$ cat config.mk
export PLATFORM = sky130hd
export DESIGN_NAME = free_list_ckpt
export DESIGN_NICKNAME = d
export VERILOG_FILES = /design/src/rtl/ooo_pkg.sv /design/src/rtl/prefix_rank.sv /design/src/rtl/free_list_ckpt.sv
export SDC_FILE = /design/constraint.sdc
export NUM_CORES = 1
export LEC_CHECK = 0
export BUFFER_PORTS_ARGS = -buffer_cell sky130_fd_sc_hd__buf_2
export CORE_UTILIZATION = 30
export CTS_CLUSTER_DIAMETER = 100
export CTS_CLUSTER_SIZE = 24
export DETAILED_ROUTE_END_ITERATION = 16
export GPL_TIMING_DRIVEN = 0
export PLACE_DENSITY = 0.48
export RECOVER_POWER = 50
export SYNTH_ARGS = -nofsm -noshare
export SYNTH_HDL_FRONTEND = slang
export SYNTH_SLANG_ARGS = --single-unit
$ cat constraint.sdc
create_clock -name clk -period 4.2 [get_ports clk]
set_clock_uncertainty 0.05 [all_clocks]
set_input_delay 1.05 -clock clk [delete_from_list [all_inputs] [get_ports clk]]
set_output_delay 1.05 -clock clk [all_outputs]
set_load 0.1 [all_outputs]
$ cat src/rtl/ooo_pkg.sv
// ooo_pkg: shared sizing, PR types and pointer helpers for the rename free list.
package ooo_pkg;
    localparam int NUM_PR   = 64;
    localparam int NUM_AR   = 32;
    localparam int ALLOC_W  = 2;
    localparam int RET_W    = 2;
    localparam int NUM_CKPT = 4;
    localparam int PRW      = $clog2(NUM_PR);
    localparam int CKW      = $clog2(NUM_CKPT);

    typedef logic [PRW-1:0] pr_t;
    typedef logic [PRW:0]   ptr_t;

    function automatic pr_t idx(input ptr_t p);
        return p[PRW-1:0];
    endfunction
endpackage

$ cat src/rtl/prefix_rank.sv
// prefix_rank: popcount of a request vector plus each slot's exclusive prefix count.
module prefix_rank #(
    parameter int W  = 2,
    parameter int CW = $clog2(W+1)
) (
    input  logic [W-1:0]         req_i,
    output logic [CW-1:0]        cnt_o,
    output logic [W-1:0][CW-1:0] rank_o
);
    always_comb begin
        cnt_o  = '0;
        rank_o = '0;
        for (int i = 0; i < W; i++) begin
            rank_o[i] = cnt_o;
            cnt_o     = cnt_o + CW'(req_i[i]);
        end
    end
endmodule

$ cat src/rtl/free_list_ckpt.sv
// free_list_ckpt: multi-port physical-register free list with single-cycle
// head restore from per-branch checkpoints.
module free_list_ckpt
    import ooo_pkg::*;
(
    input  logic                    clk,
    input  logic                    rst,
    input  logic [ALLOC_W-1:0]      RegDest,
    input  logic                    stall,
    output logic [ALLOC_W*PRW-1:0]  PR_new,
    output logic                    alloc_ok,
    input  logic [RET_W-1:0]        retire_reg,
    input  logic [RET_W*PRW-1:0]    PR_old,
    input  logic                    ckpt_save,
    input  logic [CKW-1:0]          ckpt_id,
    input  logic                    recover,
    input  logic [CKW-1:0]          recover_id,
    input  logic [NUM_CKPT-1:0]     ckpt_kill_mask,
    input  logic                    ckpt_release,
    input  logic [CKW-1:0]          release_id,
    output logic                    empty,
    output logic [PRW:0]            free_count,
    output logic [NUM_CKPT-1:0]     ckpt_valid,
    output logic                    err
);
    localparam int ACW = $clog2(ALLOC_W+1);
    localparam int RCW = $clog2(RET_W+1);
    localparam int XW  = PRW + 2;

    pr_t                      mem_q [NUM_PR];
    ptr_t                     ckpt_head_q [NUM_CKPT];
    ptr_t                     head_q, head_d, tail_q, tail_d, head_alloc;
    logic [NUM_CKPT-1:0]      ckpt_valid_q, ckpt_valid_d;
    logic                     err_q, err_d;
    logic [ACW-1:0]           n_alloc;
    logic [ALLOC_W-1:0][ACW-1:0] rank_a;
    logic [RCW-1:0]           n_free;
    logic [RET_W-1:0][RCW-1:0]   rank_f;
    logic                     rec_ok, save_en, ovf;

    prefix_rank #(.W(ALLOC_W), .CW(ACW)) u_alloc_rank (
        .req_i (RegDest),
        .cnt_o (n_alloc),
        .rank_o(rank_a)
    );

    prefix_rank #(.W(RET_W), .CW(RCW)) u_free_rank (
        .req_i (retire_reg),
        .cnt_o (n_free),
        .rank_o(rank_f)
    );

    assign free_count = tail_q - head_q;
    assign empty      = free_count == '0;
    assign alloc_ok   = (free_count >= ptr_t'(n_alloc)) & ~stall & ~recover;
    assign rec_ok     = ckpt_valid_q[recover_id];
    assign save_en    = ckpt_save & ~recover;
    assign ovf        = XW'(free_count) + XW'(n_free) > XW'(NUM_PR);
    assign head_alloc = alloc_ok ? head_q + ptr_t'(n_alloc) : head_q;
    assign ckpt_valid = ckpt_valid_q;
    assign err        = err_q;

    // Requesting slots pack densely from the head; idle slots just see the next entry.
    always_comb begin
        PR_new = '0;
        for (int k = 0; k < ALLOC_W; k++)
            PR_new[k*PRW +: PRW] = mem_q[idx(head_q + ptr_t'(rank_a[k]))];
    end

    always_comb begin
        head_d       = recover ? (rec_ok ? ckpt_head_q[recover_id] : head_q) : head_alloc;
        tail_d       = tail_q + ptr_t'(n_free);
        ckpt_valid_d = ckpt_valid_q;
        if (ckpt_release)
            ckpt_valid_d[release_id] = 1'b0;
        if (recover) begin
            ckpt_valid_d             = ckpt_valid_d & ~ckpt_kill_mask;
            ckpt_valid_d[recover_id] = 1'b0;
        end else if (ckpt_save) begin
            ckpt_valid_d[ckpt_id] = 1'b1;
        end
        err_d = err_q | (recover & ~rec_ok) | (save_en & ckpt_valid_q[ckpt_id]) | ovf;
    end

    always_ff @(posedge clk) begin
        if (!rst) begin
            head_q       <= '0;
            tail_q       <= ptr_t'(NUM_PR - NUM_AR);
            ckpt_valid_q <= '0;
            err_q        <= 1'b0;
            for (int i = 0; i < NUM_PR; i++)
                mem_q[i] <= pr_t'(NUM_AR + i);
        end else begin
            head_q       <= head_d;
            tail_q       <= tail_d;
            ckpt_valid_q <= ckpt_valid_d;
            err_q        <= err_d;
            for (int j = 0; j < RET_W; j++)
                if (retire_reg[j])
                    mem_q[idx(tail_q + ptr_t'(rank_f[j]))] <= PR_old[j*PRW +: PRW];
            // Checkpoint captures the head including this cycle's grant.
            if (save_en)
                ckpt_head_q[ckpt_id] <= head_alloc;
        end
    end
endmodule

==> results.md <==
- Clk sinks: 437
- Seq/Total Area, Yosys: 47.2%
- Slew Viols, Final: 11
- Synth Flop Type: edfxtp_1
- Pin count of the biggest net entering global routing: 25
- Post-synthesis compound-gate area fraction: 10.6%
- Unrepaired setup endpoints after global routing: yes
- DRT iter0 DRCs: 3706
- Final period util: 116%
- Synth Area in Simple Gates: 14.8%
- Floorplan core area: 0.0900 mm2
- Critical Path RT: 3.10 ns
- Synth cell count leaders: 412 x edfxtp_1, 292 x nor2_1, 249 x mux4_2
- Hold path depth: 2
- PortBufs: 46
- # DRC: 0
- Yosys warning total: 0
- CTS root buf: clkbuf_16
- Hold Crit Start: ckpt_valid[2]
- Placed inst area: 0.0294 mm2
- Power Density: 348 mW/mm2
- Adder-Cell Fraction of Synth Area: 1.21%
- Critical path fanouts, max: 8
- Dpl ws: -1.55 ns
- Placement Rows: 110
- Clock latency at the later pin of the worst-skew pair: 0.62 ns
- Mapped Nets: 2395
- Chip width: 303 um
- RR Endpoint: mem_q[18][5]
- FF/Latch Area: 0.0129 mm2
- Cells on worst reg2reg path: 9
- Final core occ: 34.8%
- Nets@finish: 2509
- R2R Setup Slk: 0.06 ns
- Leakage: 9.18 nW
- Area contributors post-synth: edfxtp_1 45%, mux4_2 21%, nor2_1 4.0%
- WHS: 0.482 ns
- Number of CTS-inserted buffers: 28
- Multi-input gate area: 0.0133 mm2
- WL final: 122000 um
- Yosys reg bits: 437
- Outcome: finished with violations
- Worst Tran Pin Value: 1.59 ns
- Mux cell area share after synthesis: 20.7%
- Crit path time final: 4.86 ns
- Share of synthesized registers carrying an async set or reset: 0%
- Total GRT Usage: 26.0%
- Fin. Hold Viols: 0
- Worst-path clk slew: 0.08 ns
- Peak VDD IR: 0.315 mV
- Final Instance Area: 0.0313 mm2
- Final Wtd Congestion: 0.992
- Worst Hold End: ckpt_valid[2]
- H-tree depth: 1
- Hold Buf Count CTS: 0
- Drt pass-1 iters: 8
- Die area: 0.0920 mm2
- Starting Density: 30.3%
- Cell taking the most area after synthesis: edfxtp_1
- Global-route wire length before repair: 166000 um
- Relative slew slack: -6.09%
- Final Setup Violations: 295
- Maximum operating frequency: 206 MHz
- Critical Path Start: RegDest[0]
- Initial antenna violation count: 1
- Reg-to-reg critical path startpoint: tail_q[0]
- Synth Area per Inst: 11.7 um2
- Violated checks: max-capacitance violations, max-slew violations, negative setup slack
- Largest family of logic cells by synthesized area: multiplexers
- Height of the die: 303 um
- IO Pins: 58
- DP HPWL: 91500 um
- Drt via density: 6.28
- Setup ws final: -0.658 ns
- TritonCTS clock tree: done
- Vias in the first global route: 21400
- Hold Crit Class: flip-flop to flip-flop
- CP startpoint kind: primary input
- Xor/xnor share of the synthesized area: 0.813%
- ANT nets after route: 0
- Post-Syn Area: 0.0272 mm2
- CTS Buffer Depth: 3
- Arr. time, crit path: 3.76 ns
- Top-count cell post-synth: edfxtp_1
- Distinct cells, synth: 77
- FILL cells: 9027
- Vias post-DR: 22900
- Post-synth EDFFs: 412
- Crit. End Element: primary output
- WL/cell: 33.3 um
- Kind of critical path: primary input to primary output
- Maxcap violations: 1
- Cells after Synth: 2339
- P&R area growth vs syn: 14.8%
- Global route total overflow: 0
- Setup TNS: -39.09 ns
- Ratio of cells with drive above 1 in the final layout: 22.6%
- Top cell type's share of synthesized area: 45.4%
[layer usage]
layer  GRT usage, %  part of all wire (%)  up-vias  wire length (um)
met2           39.5                    44     1675             52900
met1           35.0                    38    11600             46400
met4           11.8                   5.6        0              6800
met5              0                     0        -                 0
li1               -                     -     9347                 -
met3           6.72                    13      318             15400
[repair_timing]
item | in CTS | in global routing
buffers inserted | 13 | 22
hold endpoints to repair | 0 | 0
pin swaps | 18 | 19
gates resized for setup | 152 | 37
endpoints found under the setup margin | 90 | 69
gates cloned | 1 | 2
[worst max-delay path by stage]
stage | cells past startpoint | slack [ns] | to
after global placement | 8 | -1.60 | mem_q[58][2]
after detailed placement | 9 | -1.55 | PR_new[9]
after global routing | 9 | -0.60 | PR_new[6]
after floorplan | 8 | -0.09 | PR_new[10]
after CTS | 9 | -0.60 | PR_new[6]
final | 9 | -0.66 | PR_new[6]
[final cells by class]
cell class	count	share of cell area, %
timing repair buffer	93	3.10
inverter	37	0.444
antenna	1	0.00800
clock buffer	33	2.40
sequential	437	41.2
tap	1176	4.70
clock inverter	18	0.812
multi-input combinational	1622	42.6
buffer	234	4.75
[where the power goes]
group          switching (W)  internal [W]  leakage, nW  total (W)
registers          0.0000860       0.00486         3.75    0.00495
logic                0.00173      0.000949         4.95    0.00268
clock network        0.00179       0.00148        0.480    0.00328
total                0.00361       0.00729         9.18     0.0109
[cell usage in the layout, fill, tap and decap left out, types with 47 or more instances in the layout]
| master | n |
|---|---|
| nand2_1 | 156 |
| o21ai_1 | 63 |
| buf_2 | 47 |
| a31oi_1 | 68 |
| a21oi_1 | 140 |
| nor2_1 | 286 |
| edfxtp_1 | 412 |
| clkbuf_1 | 130 |
| nor3_1 | 59 |
| nand3_1 | 161 |
| o21ai_0 | 96 |
| mux4_2 | 249 |
| nand3b_1 | 48 |
| o31ai_1 | 53 |
[critical path, stage by stage]
cell	delay, ns
buf_8	0.10
ha_4	0.35
buf_16	0.22
buf_16	0.17
mux4_2	0.55
mux4_2	0.56
a22oi_2	0.42
nand2_4	0.09
buf_12	0.18
[stage by stage]
step	std cells	power, W
3_5_place_dp	3569	0.00740
3_3_place_gp	3561	0.00736
2_1_floorplan	2339	0.00655
4_1_cts	3630	0.0108
5_1_grt	3650	0.0111
6_report	3651	0.0109
[flip-flops by register name, indices dropped and copies added (netlist names), named ones only]
| name | flops |
|---|---|
| ckpt_head_q | 28 |
| ckpt_valid | 4 |
| err | 1 |
| head_q | 7 |
| mem_q | 384 |
| tail_q | 7 |
[logic make-up (layout without fill, tap and decap cells)]
family,count (synthesis),after routing
simple gates,838,838
compound gates,486,486
flops,437,437
buf+inv,280,415
mux,253,253
fa+ha+maj,24,24
xor+xnor,21,21
other cells,0,1
No activity file was read; power rests on OpenSTA's default activity.
